--- src/rtl/flag_tally_if.sv ---
// Bus between the per-player event sources and the game-over tally logic.
// The tally block uses the slave modport; the event/display side uses the master modport.
interface flag_tally_if #(
    parameter int N_CH  = 2,
    parameter int CNT_W = 4
);
    localparam int ID_W = ($clog2(N_CH) > 1) ? $clog2(N_CH) : 1;

    logic [N_CH-1:0]       trigger;
    logic                  clear;
    logic [N_CH*CNT_W-1:0] count;
    logic                  gameover;
    logic                  gameover_pulse;
    logic [ID_W-1:0]       winner_id;

    modport master (
        output trigger, clear,
        input  count, gameover, gameover_pulse, winner_id
    );

    modport slave (
        input  trigger, clear,
        output count, gameover, gameover_pulse, winner_id
    );
endinterface

--- src/rtl/flag_tally.sv ---
// Multi-channel rising-edge tally; the first channel to reach THRESHOLD ends the game
// and freezes all counters until a synchronous clear.
module flag_tally #(
    parameter int N_CH      = 2,
    parameter int CNT_W     = 4,
    parameter int THRESHOLD = 15
) (
    input  logic         clk,
    input  logic         rst,
    flag_tally_if.slave  bus
);
    localparam int ID_W = ($clog2(N_CH) > 1) ? $clog2(N_CH) : 1;
    localparam logic [CNT_W-1:0] THR = CNT_W'(THRESHOLD);

    typedef enum logic {
        S_RUN,
        S_GAMEOVER
    } state_t;

    state_t            state_q, state_d;
    logic [N_CH-1:0]   trig_q, trig_d;
    logic [CNT_W-1:0]  cnt_q [N_CH];
    logic [CNT_W-1:0]  cnt_d [N_CH];
    logic              gameover_q, gameover_d;
    logic              pulse_q, pulse_d;
    logic [ID_W-1:0]   winner_q, winner_d;
    logic [N_CH-1:0]   trig_edge;
    logic              hit;

    always_ff @(posedge clk or posedge rst) begin
        if (rst) begin
            state_q    <= S_RUN;
            trig_q     <= '1;
            cnt_q      <= '{default: '0};
            gameover_q <= 1'b0;
            pulse_q    <= 1'b0;
            winner_q   <= '0;
        end else begin
            state_q    <= state_d;
            trig_q     <= trig_d;
            cnt_q      <= cnt_d;
            gameover_q <= gameover_d;
            pulse_q    <= pulse_d;
            winner_q   <= winner_d;
        end
    end

    always_comb begin
        state_d    = state_q;
        trig_d     = bus.trigger;
        cnt_d      = cnt_q;
        gameover_d = gameover_q;
        pulse_d    = 1'b0;
        winner_d   = winner_q;
        hit        = 1'b0;
        trig_edge  = bus.trigger & ~trig_q;

        if (bus.clear) begin
            state_d    = S_RUN;
            cnt_d      = '{default: '0};
            gameover_d = 1'b0;
            winner_d   = '0;
        end else if (state_q == S_RUN) begin
            // Counts stay below THR while running, so +1 can never wrap.
            for (int unsigned i = 0; i < N_CH; i++) begin
                if (trig_edge[i]) cnt_d[i] = cnt_q[i] + CNT_W'(1);
            end
            // Scanned high-to-low so the lowest hitting index wins a tie.
            for (int unsigned i = N_CH; i > 0; i--) begin
                if (cnt_d[i-1] == THR) begin
                    hit      = 1'b1;
                    winner_d = ID_W'(i - 1);
                end
            end
            if (hit) begin
                state_d    = S_GAMEOVER;
                gameover_d = 1'b1;
                pulse_d    = 1'b1;
            end
        end
    end

    for (genvar g = 0; g < N_CH; g++) begin : g_pack
        assign bus.count[g*CNT_W +: CNT_W] = cnt_q[g];
    end

    assign bus.gameover       = gameover_q;
    assign bus.gameover_pulse = pulse_q;
    assign bus.winner_id      = winner_q;
endmodule

--- src/flat_wrapper.sv ---
// flat-port wrapper written by rule: the top's interface ports become plain ports
module flag_tally_flat 
#(
    parameter int N_CH      = 2,
    parameter int CNT_W     = 4,
    parameter int THRESHOLD = 15
)
  (clk, rst, bus_trigger, bus_clear, bus_count, bus_gameover, bus_gameover_pulse, bus_winner_id);
  flag_tally_if #(.N_CH(N_CH), .CNT_W(CNT_W)) bus_i ();
  input  logic clk;
  input  logic rst;
  input wire logic [$bits(bus_i.trigger)-1:0] bus_trigger;
  input wire logic [$bits(bus_i.clear)-1:0] bus_clear;
  output wire logic [$bits(bus_i.count)-1:0] bus_count;
  output wire logic [$bits(bus_i.gameover)-1:0] bus_gameover;
  output wire logic [$bits(bus_i.gameover_pulse)-1:0] bus_gameover_pulse;
  output wire logic [$bits(bus_i.winner_id)-1:0] bus_winner_id;
  assign bus_i.trigger = bus_trigger;
  assign bus_i.clear = bus_clear;
  assign bus_count = bus_i.count;
  assign bus_gameover = bus_i.gameover;
  assign bus_gameover_pulse = bus_i.gameover_pulse;
  assign bus_winner_id = bus_i.winner_id;
  flag_tally #(.N_CH(N_CH), .CNT_W(CNT_W), .THRESHOLD(THRESHOLD)) u_core (.clk(clk), .rst(rst), .bus(bus_i));
endmodule
--- config.mk ---
export PLATFORM = sky130hd
export DESIGN_NAME = flag_tally_flat
export DESIGN_NICKNAME = d
export VERILOG_FILES = /design/src/rtl/flag_tally_if.sv /design/src/rtl/flag_tally.sv /design/src/flat_wrapper.sv
export SDC_FILE = /design/constraint.sdc
export NUM_CORES = 1
export LEC_CHECK = 0
export ABC_AREA = 1
export BUFFER_PORTS_ARGS = -buffer_cell sky130_fd_sc_hd__buf_2
export CELL_PAD_IN_SITES_DETAIL_PLACEMENT = 1
export CELL_PAD_IN_SITES_GLOBAL_PLACEMENT = 1
export CORE_ASPECT_RATIO = 0.75
export CORE_UTILIZATION = 37
export CTS_BUF_LIST = sky130_fd_sc_hd__clkbuf_4 sky130_fd_sc_hd__clkbuf_8 sky130_fd_sc_hd__clkbuf_16
export DETAILED_ROUTE_END_ITERATION = 12
export PLACE_DENSITY_LB_ADDON = 0.15
export SYNTH_ARGS = -nofsm -noshare
export SYNTH_HDL_FRONTEND = slang
export SYNTH_SLANG_ARGS = --single-unit
--- constraint.sdc ---
create_clock -name clk -period 1.7 [get_ports clk]
set_clock_uncertainty 0.2 [all_clocks]
set_input_delay 0.17 -clock clk [delete_from_list [all_inputs] [get_ports clk]]
set_output_delay 0.17 -clock clk [all_outputs]
set_load 0.05 [all_outputs]
==> run_results.csv, run 1 <==
group,metric,value,unit
place,dp_hpwl,1420,um
worst_hold_path,whs_path_depth,2,
flow_run,maxCapViolations,0,
status,violations,"negative setup slack",
drt,dr.max_layer_used,"met4",
logic_synthesis,netlist.area_leader.share,39.3,%
critical_path,critPathBufInv,0,
clocking,cts_root_buffer,"clkbuf_4",
logic_synthesis,syn_area_per_cell,7.63,um2
logic_synthesis,yosysTopAreaCell,"dfrtp_1",
timing,max_freq,0.588,GHz
finish,drive_above_1_share,42.6,%
global_routing,grt_max_degree,15,
pwr,power_density,681,mW/mm2
timing,maxSlewViolCount,0,
clocking,cts_made_buffers,3,
pwr,combPwrFrac,19.3,%
clocking,cts_tree,"built",
pwr,ir_drop,0.000490,V
critical_path,cp_common_cell,"nand2_1",
drt,drc,0,
logic_synthesis,post-synth-top-count-cell,"nand2_1",
logic_synthesis,ys_top_cells_by_area,"dfrtp_1 (39%), nand2_1 (16%), inv_1 (8.4%)",
drt,viasPerCell,4.89,
logic_synthesis,async_flop_share,100,%
timing,fin_ws,-0.00129,ns
drt,ant_nets,0,
logic_synthesis,ys.flop_type,"dfrtp_1",
timing,finalCritPeriodShare,100,%
place,placed_cells,138,
global_routing,antenna_found_initial,0,
drt,wl_met3,67,um
logic_synthesis,synth-seq-area-share,46.2,%
pwr,p_leak,0.000549,uW
critical_path,startpoint_type,"flip-flop",
critical_path,required,1.67,ns
critical_path,path_cells,"ha_4 -> nand2_1 -> nand2_2 -> nand2_2 -> nor2_2 -> nand2_2 -> nand3_2 -> nand2_1 -> nand2_1 -> nand2_1",
logic_synthesis,synth_nets,107,
timing,worstMarginPinSlew,0.539,ns
finish,fin_nets,137,
timing,finalSetupViolCount,1,
timing,maxSlewHeadroom,64.0,%
clocking,clk_latency,0.29,ns
critical_path,cpMaxStageDelayCell,"dfrtp_2",
pwr,intPower,502,uW
finish,fin_area,0.00105,mm2
global_routing,first_global_vias,637,
finish,multi_input_area,388,um2
die,die_w,54.4,um
drt,met1_length,1020,um
worst_hold_path,hold_path_class,"in2reg",
pwr,seqPwrFrac,50.0,%
place,portBuffers,15,
global_routing,grt-ovfl-total,0,
finish,nFillCells,230,
drt,wire_per_inst,13.7,um
drt,drtIter0Drc,11,
drt,firstDrtPassIters,4,
timing,hold_viol_final,0,
drt,vias,738,
global_routing,grt_use_total,19.5,%
die,die_area,0.00225,mm2
status,outcome,"finished with violations",
finish,syn2layout_area_growth,37.2,%
pwr,sw_frac_of_total,29.7,%
die,start_util,41.5,%
timing,rsz0062_at_grt,"yes",
critical_path,cp-end-kind,"flip-flop",
pwr,netSwitchingPower,212,uW
critical_path,crit_family,"simple AND/OR/NAND/NOR gates",
clocking,clockBufferDepth,2,
drt,wl,2070,um
die,rows,13,
logic_synthesis,yosysUniqueCellTypes,20,
logic_synthesis,yosys-top-cells-count,"nand2_1 (32), inv_1 (17), dfrtp_1 (12)",
critical_path,arrival,1.67,ns
critical_path,worst_path_largest_cell_delay,0.46,ns
critical_path,path_depth,10,
global_routing,grt_pass1_wl,2860,um
finish,fin_util,57.0,%
finish,diodes,0,
critical_path,worst-path-max-fanout,4,
place,dp_slack,0.0521,ns
timing,post-route-min-period,1.70,ns
logic_synthesis,yosys_warnings,0,
finish,stdcell_count,151,
clocking,clock_sinks,14,
drt,wl_met2,967,um
logic_synthesis,syn_inst,100,
pwr,p_clk_share,30.7,%
place,post_dp_cell_area,881,um2
logic_synthesis,synth.ff_latch_count,14,
die,die_h,41.3,um
critical_path,criticalPathCategory,"reg2reg",
die,io-pin-count,16,
logic_synthesis,synth_area,763,um2
die,coreArea,0.00184,mm2
clocking,htree_levels,1,
place,routabilityCongestion,0.825,
finish,layout.area.seq,358,um2
clocking,path_clk_slew,0.10,ns
logic_synthesis,synth_edf_count,0,
critical_path,ff2ff_path_depth,10,
==> path summary, 6_finish.rpt <==
check	startpoint	endpoint	slack [ns]
min in group asynchronous	rst	u_core.bus.count[2]$_DFFE_PP0P_	0.28
worst min register to register	u_core.bus.winner_id$_DFFE_PP0P_	u_core.bus.winner_id$_DFFE_PP0P_	0.29
worst max-delay path	u_core.bus.count[0]$_DFFE_PP0P_	u_core.bus.winner_id$_DFFE_PP0P_	-0.001
worst min-delay path	bus_trigger[0]	u_core.trig_q[0]$_DFF_PP1_	0.03
max in group asynchronous	rst	u_core.bus.count[1]$_DFFE_PP0P_	0.62
worst max register to register	u_core.bus.count[0]$_DFFE_PP0P_	u_core.bus.winner_id$_DFFE_PP0P_	-0.001
==> worst register-to-register path: stages, from the launching register on <==
cell	delay, ns
dfrtp_2	0.46
ha_4	0.27
nand2_1	0.06
nand2_2	0.09
nand2_2	0.05
nor2_2	0.11
nand2_2	0.10
nand3_2	0.08
nand2_1	0.05
nand2_1	0.07
nand2_1	0.04
==> repair_timing <==
action,4_1_cts,5_1_grt
buffers inserted,0,5
resized for setup,0,18
hold buffers,4,0
setup endpoints to repair,0,7
endpoints found under the hold margin,17,0
==> layer usage <==
layer  vias up  track usage, %
met2        14            29.9
met1       347            26.3
met4         0            5.77
met3         2            6.52
li1        375               -
met5         -               0
==> metrics by stage <==
| stage | power (uW) | TNS, ns | hold slack, ns |
|---|---|---|---|
| finish | 713 | -0.00129 | 0.0308 |
| global route | 746 | -0.206 | 0.0385 |
| CTS | 689 | 0 | 0.281 |
| detailed placement | 467 | 0 | 0.0434 |
| global placement | 464 | 0 | 0.0439 |
| floorplan | 434 | 0 | -0.142 |
==> power by group through the flow <==
stage / logic [uW] / clock network [uW] / registers [uW]
floorplan: 46.0 / 0 / 388
global placement: 103 / 0 / 360
detailed placement: 105 / 0 / 361
CTS: 113 / 221 / 355
global route: 151 / 236 / 358
finish: 138 / 219 / 357
==> logic make-up after synthesis <==
group / Yosys count / share of synthesized area [%]
flops: 14 / 46.2
compound gates: 10 / 8.69
buf+inv: 19 / 9.51
simple gates: 55 / 32.3
fa+ha+maj: 2 / 3.28
==> cell type report <==
cell class,count,share of cell area [%]
clock buffers,4,2.87
inverters,18,6.45
multi-input cells,67,37.0
flip-flops and latches,14,34.2
well taps,22,2.63
repair buffers,26,16.8
==> registers in the layout, indices dropped and copies added (netlist names) <==
name	count
u_core.bus.count	8
u_core.bus.gameover_pulse	1
u_core.trig_q	2
u_core.bus.gameover	1
u_core.bus.winner_id	1
u_core.state_q	1
==> layout by cell type, fill, tap and decap left out, types with 3 or more instances in the layout <==
cell | Yosys | layout
inv_1 | 17 | 16
dlygate4sd3_1 | 0 | 3
nor2_2 | 3 | 3
nor2_1 | 6 | 5
buf_4 | 0 | 7
o22ai_1 | 4 | 4
clkbuf_4 | 0 | 4
buf_2 | 1 | 14
nand2_1 | 32 | 24
nand2_2 | 3 | 11
dfrtp_2 | 0 | 4
nand3_1 | 7 | 5
dfrtp_1 | 12 | 8
nand3_2 | 2 | 4
Note: power is estimated with default switching activity, not from simulation.
==> run 2, diff against run 1 <==
--- a/config.mk
+++ b/config.mk
@@ -5,12 +5,11 @@
 export SDC_FILE = /design/constraint.sdc
 export NUM_CORES = 1
 export LEC_CHECK = 0
-export ABC_AREA = 1
 export BUFFER_PORTS_ARGS = -buffer_cell sky130_fd_sc_hd__buf_2
 export CELL_PAD_IN_SITES_DETAIL_PLACEMENT = 1
 export CELL_PAD_IN_SITES_GLOBAL_PLACEMENT = 1
 export CORE_ASPECT_RATIO = 0.75
-export CORE_UTILIZATION = 37
+export CORE_UTILIZATION = 39
 export CTS_BUF_LIST = sky130_fd_sc_hd__clkbuf_4 sky130_fd_sc_hd__clkbuf_8 sky130_fd_sc_hd__clkbuf_16
 export DETAILED_ROUTE_END_ITERATION = 12
 export PLACE_DENSITY_LB_ADDON = 0.15
==> run 2 against run 1 <==
  * The flow now finishes without violations
  * Routed wire length is 25% lower
  * Critical path depth down 4
  * Clock power increased by 11%
  * Highest routed layer unchanged
  * Die area fell by 13%
==> run_results.csv, run 2 <==
group,metric,value,unit
worst_hold_path,hold_path_class,"in2reg",
critical_path,critPathBufInv,1,
timing,setup_tns,0,ns
critical_path,criticalPathCategory,"reg2reg",
timing,finalCritPeriodShare,96.9,%
finish,diodes,0,
critical_path,path_cells,"ha_4 -> nand4bb_1 -> o22ai_2 -> buf_4 -> a22oi_2 -> nor3_1",
logic_synthesis,async_flop_share,100,%
global_routing,grt-ovfl-total,0,
critical_path,endpoint,"u_core.bus.gameover_pulse$_DFF_PP0_",
critical_path,arrival,1.66,ns
die,start_util,44.0,%
timing,finalSetupViolCount,0,
die,die_h,38.5,um
worst_hold_path,whs_path_depth,2,
die,die_area,0.00195,mm2
finish,mostFrequentLayoutCell,"buf_2",
global_routing,grt_use_total,19.0,%
place,dp_hpwl,1050,um
clocking,cts_root_buffer,"clkbuf_4",
clocking,cts_made_buffers,3,
logic_synthesis,ys_top_cells_by_area,"dfrtp_1 (43%), dfstp_2 (7.6%), xnor2_1 (5.1%)",
logic_synthesis,ys.flop_type,"dfrtp_1",
logic_synthesis,synth.ff_latch_count,14,
finish,drive_above_1_share,43.0,%
logic_synthesis,synth-seq-area-share,50.9,%
finish,fin_nets,94,
critical_path,startpoint_type,"flip-flop",
finish,syn2layout_area_growth,33.8,%
drt,wl,1560,um
critical_path,path_depth,6,
logic_synthesis,yosysUniqueCellTypes,25,
critical_path,required,1.71,ns
pwr,ir_drop,0.000615,V
die,coreArea,0.00158,mm2
pwr,p_leak,0.000411,uW
critical_path,cp-end-kind,"flip-flop",
drt,wire_per_inst,14.5,um
finish,largest_reg_flops,8,
global_routing,first_global_vias,547,
status,outcome,"finished clean",
die,io-pin-count,16,
timing,worstMarginPinSlew,0.550,ns
die,rows,12,
place,routabilityCongestion,0.747,
die,die_w,50.7,um
timing,post-route-min-period,1.65,ns
critical_path,cp-startpoint,"u_core.bus.count[4]$_DFFE_PP0P_",
critical_path,rr_startpoint,"u_core.bus.count[4]$_DFFE_PP0P_",
logic_synthesis,yosys_warnings,0,
drt,ant_nets,0,
critical_path,crit_family,"flip-flops",
critical_path,ff2ff_path_depth,6,
global_routing,grt_max_degree,15,
finish,fin_util,58.8,%
clocking,clock_sinks,14,
global_routing,antenna_found_initial,0,
finish,most-common-layout-cells,"buf_2 (15), nor2_1 (8), dfrtp_1 (8)",
critical_path,cpMaxStageDelayCell,"dfrtp_2",
logic_synthesis,syn_area_per_cell,11.4,um2
drt,vias,539,
logic_synthesis,synth_edf_count,0,
logic_synthesis,yosysTopAreaCell,"dfrtp_1",
logic_synthesis,netlist.area_leader.share,43.3,%
logic_synthesis,post-synth-top-count-cell,"dfrtp_1",
timing,maxSlewHeadroom,63.3,%
clocking,path_clk_slew,0.09,ns
critical_path,r2r-end,"u_core.bus.gameover_pulse$_DFF_PP0_",
drt,viasPerCell,5.04,
drt,drtIter0Drc,4,
timing,maxSlewViolCount,0,
clocking,clockBufferDepth,2,
critical_path,r2r_slack,0.05,ns
global_routing,grt_pass1_wl,2500,um
clocking,clk_latency,0.29,ns
logic_synthesis,synth_nets,68,
clocking,cts_tree,"built",
timing,fin_hold_ws,0.0307,ns
flow_run,maxCapViolations,0,
logic_synthesis,yosys-top-cells-count,"dfrtp_1 (12), nor2_1 (8), xnor2_1 (4), xor2_1 (4)",
timing,rsz0062_at_grt,"yes",
drt,firstDrtPassIters,2,
place,portBuffers,15,
pwr,power_density,753,mW/mm2
logic_synthesis,syn_inst,61,
logic_synthesis,synth_area,693,um2
timing,hold_viol_final,0,
clocking,htree_levels,1,
drt,drc,0,
timing,max_freq,0.607,GHz
critical_path,worst_path_largest_cell_delay,0.45,ns
critical_path,worst-path-max-fanout,4,
==> run 2: changes by cell type in the layout (fill, tap and decap cells not counted), sizes merged, moves of 3 or more <==
cell / change
buf: -3
xor2: +4
nor3b: +3
nor2b: +3
nand2: -32
inv: -16
nand3: -7
xnor2: +4
==> run 2: layout make-up <==
class	instances	area [um2]
Clock buffer	4	36.3
Fill cell	182	649
Sequential cell	14	358
Multi-Input combinational cell	44	364
Tap cell	21	26.3
Inverter	2	7.51
Timing Repair Buffer	22	135
==> run 2: cells by family after synthesis <==
kind of cell	synth area share, %
AO/OA/AOI/OAI	9.39
XOR/XNOR	10.1
buffers and inverters	1.62
flip-flops	50.9
adder cells (fa/ha/maj)	3.61
AND/OR/NAND/NOR	21.5
multiplexers	2.89
==> run 2: how the worst min path moves through the flow <==
stage	slack [ns]	start	to
3_5_place_dp	0.04	rst	u_core.bus.count[6]$_DFFE_PP0P_
2_1_floorplan	-0.14	rst	u_core.bus.count[2]$_DFFE_PP0P_
6_report	0.03	bus_clear	u_core.bus.count[7]$_DFFE_PP0P_
3_3_place_gp	0.04	rst	u_core.bus.count[6]$_DFFE_PP0P_
5_1_grt	0.05	bus_clear	u_core.bus.count[1]$_DFFE_PP0P_
4_1_cts	0.02	bus_clear	u_core.bus.count[2]$_DFFE_PP0P_
==> run 2: layer usage <==
metal / vias up / track usage [%] / part of all wire (%)
met3: 2 / 9.52 / 4.9
met5: - / 0 / 0
met1: 262 / 21.5 / 46
met2: 12 / 31.7 / 48
met4: 0 / 6.25 / 0.71
li1: 263 / - / -
==> run 2: through the flow <==
stage | instances | setup slack [ns] | cell area (um2) | total power (uW)
final | 107 | 0.0534 | 927 | 698
after global routing | 107 | -0.0492 | 927 | 725
after CTS | 104 | 0.0206 | 882 | 698
after detailed placement | 97 | 0.0489 | 816 | 447
after global placement | 97 | 0.0900 | 816 | 446
after floorplan | 61 | 0.00301 | 711 | 420
==> run 2: power breakdown <==
group | leakage [uW] | switching (uW) | total [uW] | internal (uW)
clock | 0.0000210 | 113 | 244 | 131
sequential | 0.000181 | 11.2 | 356 | 344
combinational | 0.000209 | 58.4 | 98.5 | 40.1
==> run 2: repair_timing <==
item | in CTS | in global routing
buffers inserted | 0 | 3
endpoints found under the setup margin | 0 | 4
resized for setup | 0 | 3
hold buffers | 3 | 0
endpoints found under the hold margin | 14 | 0
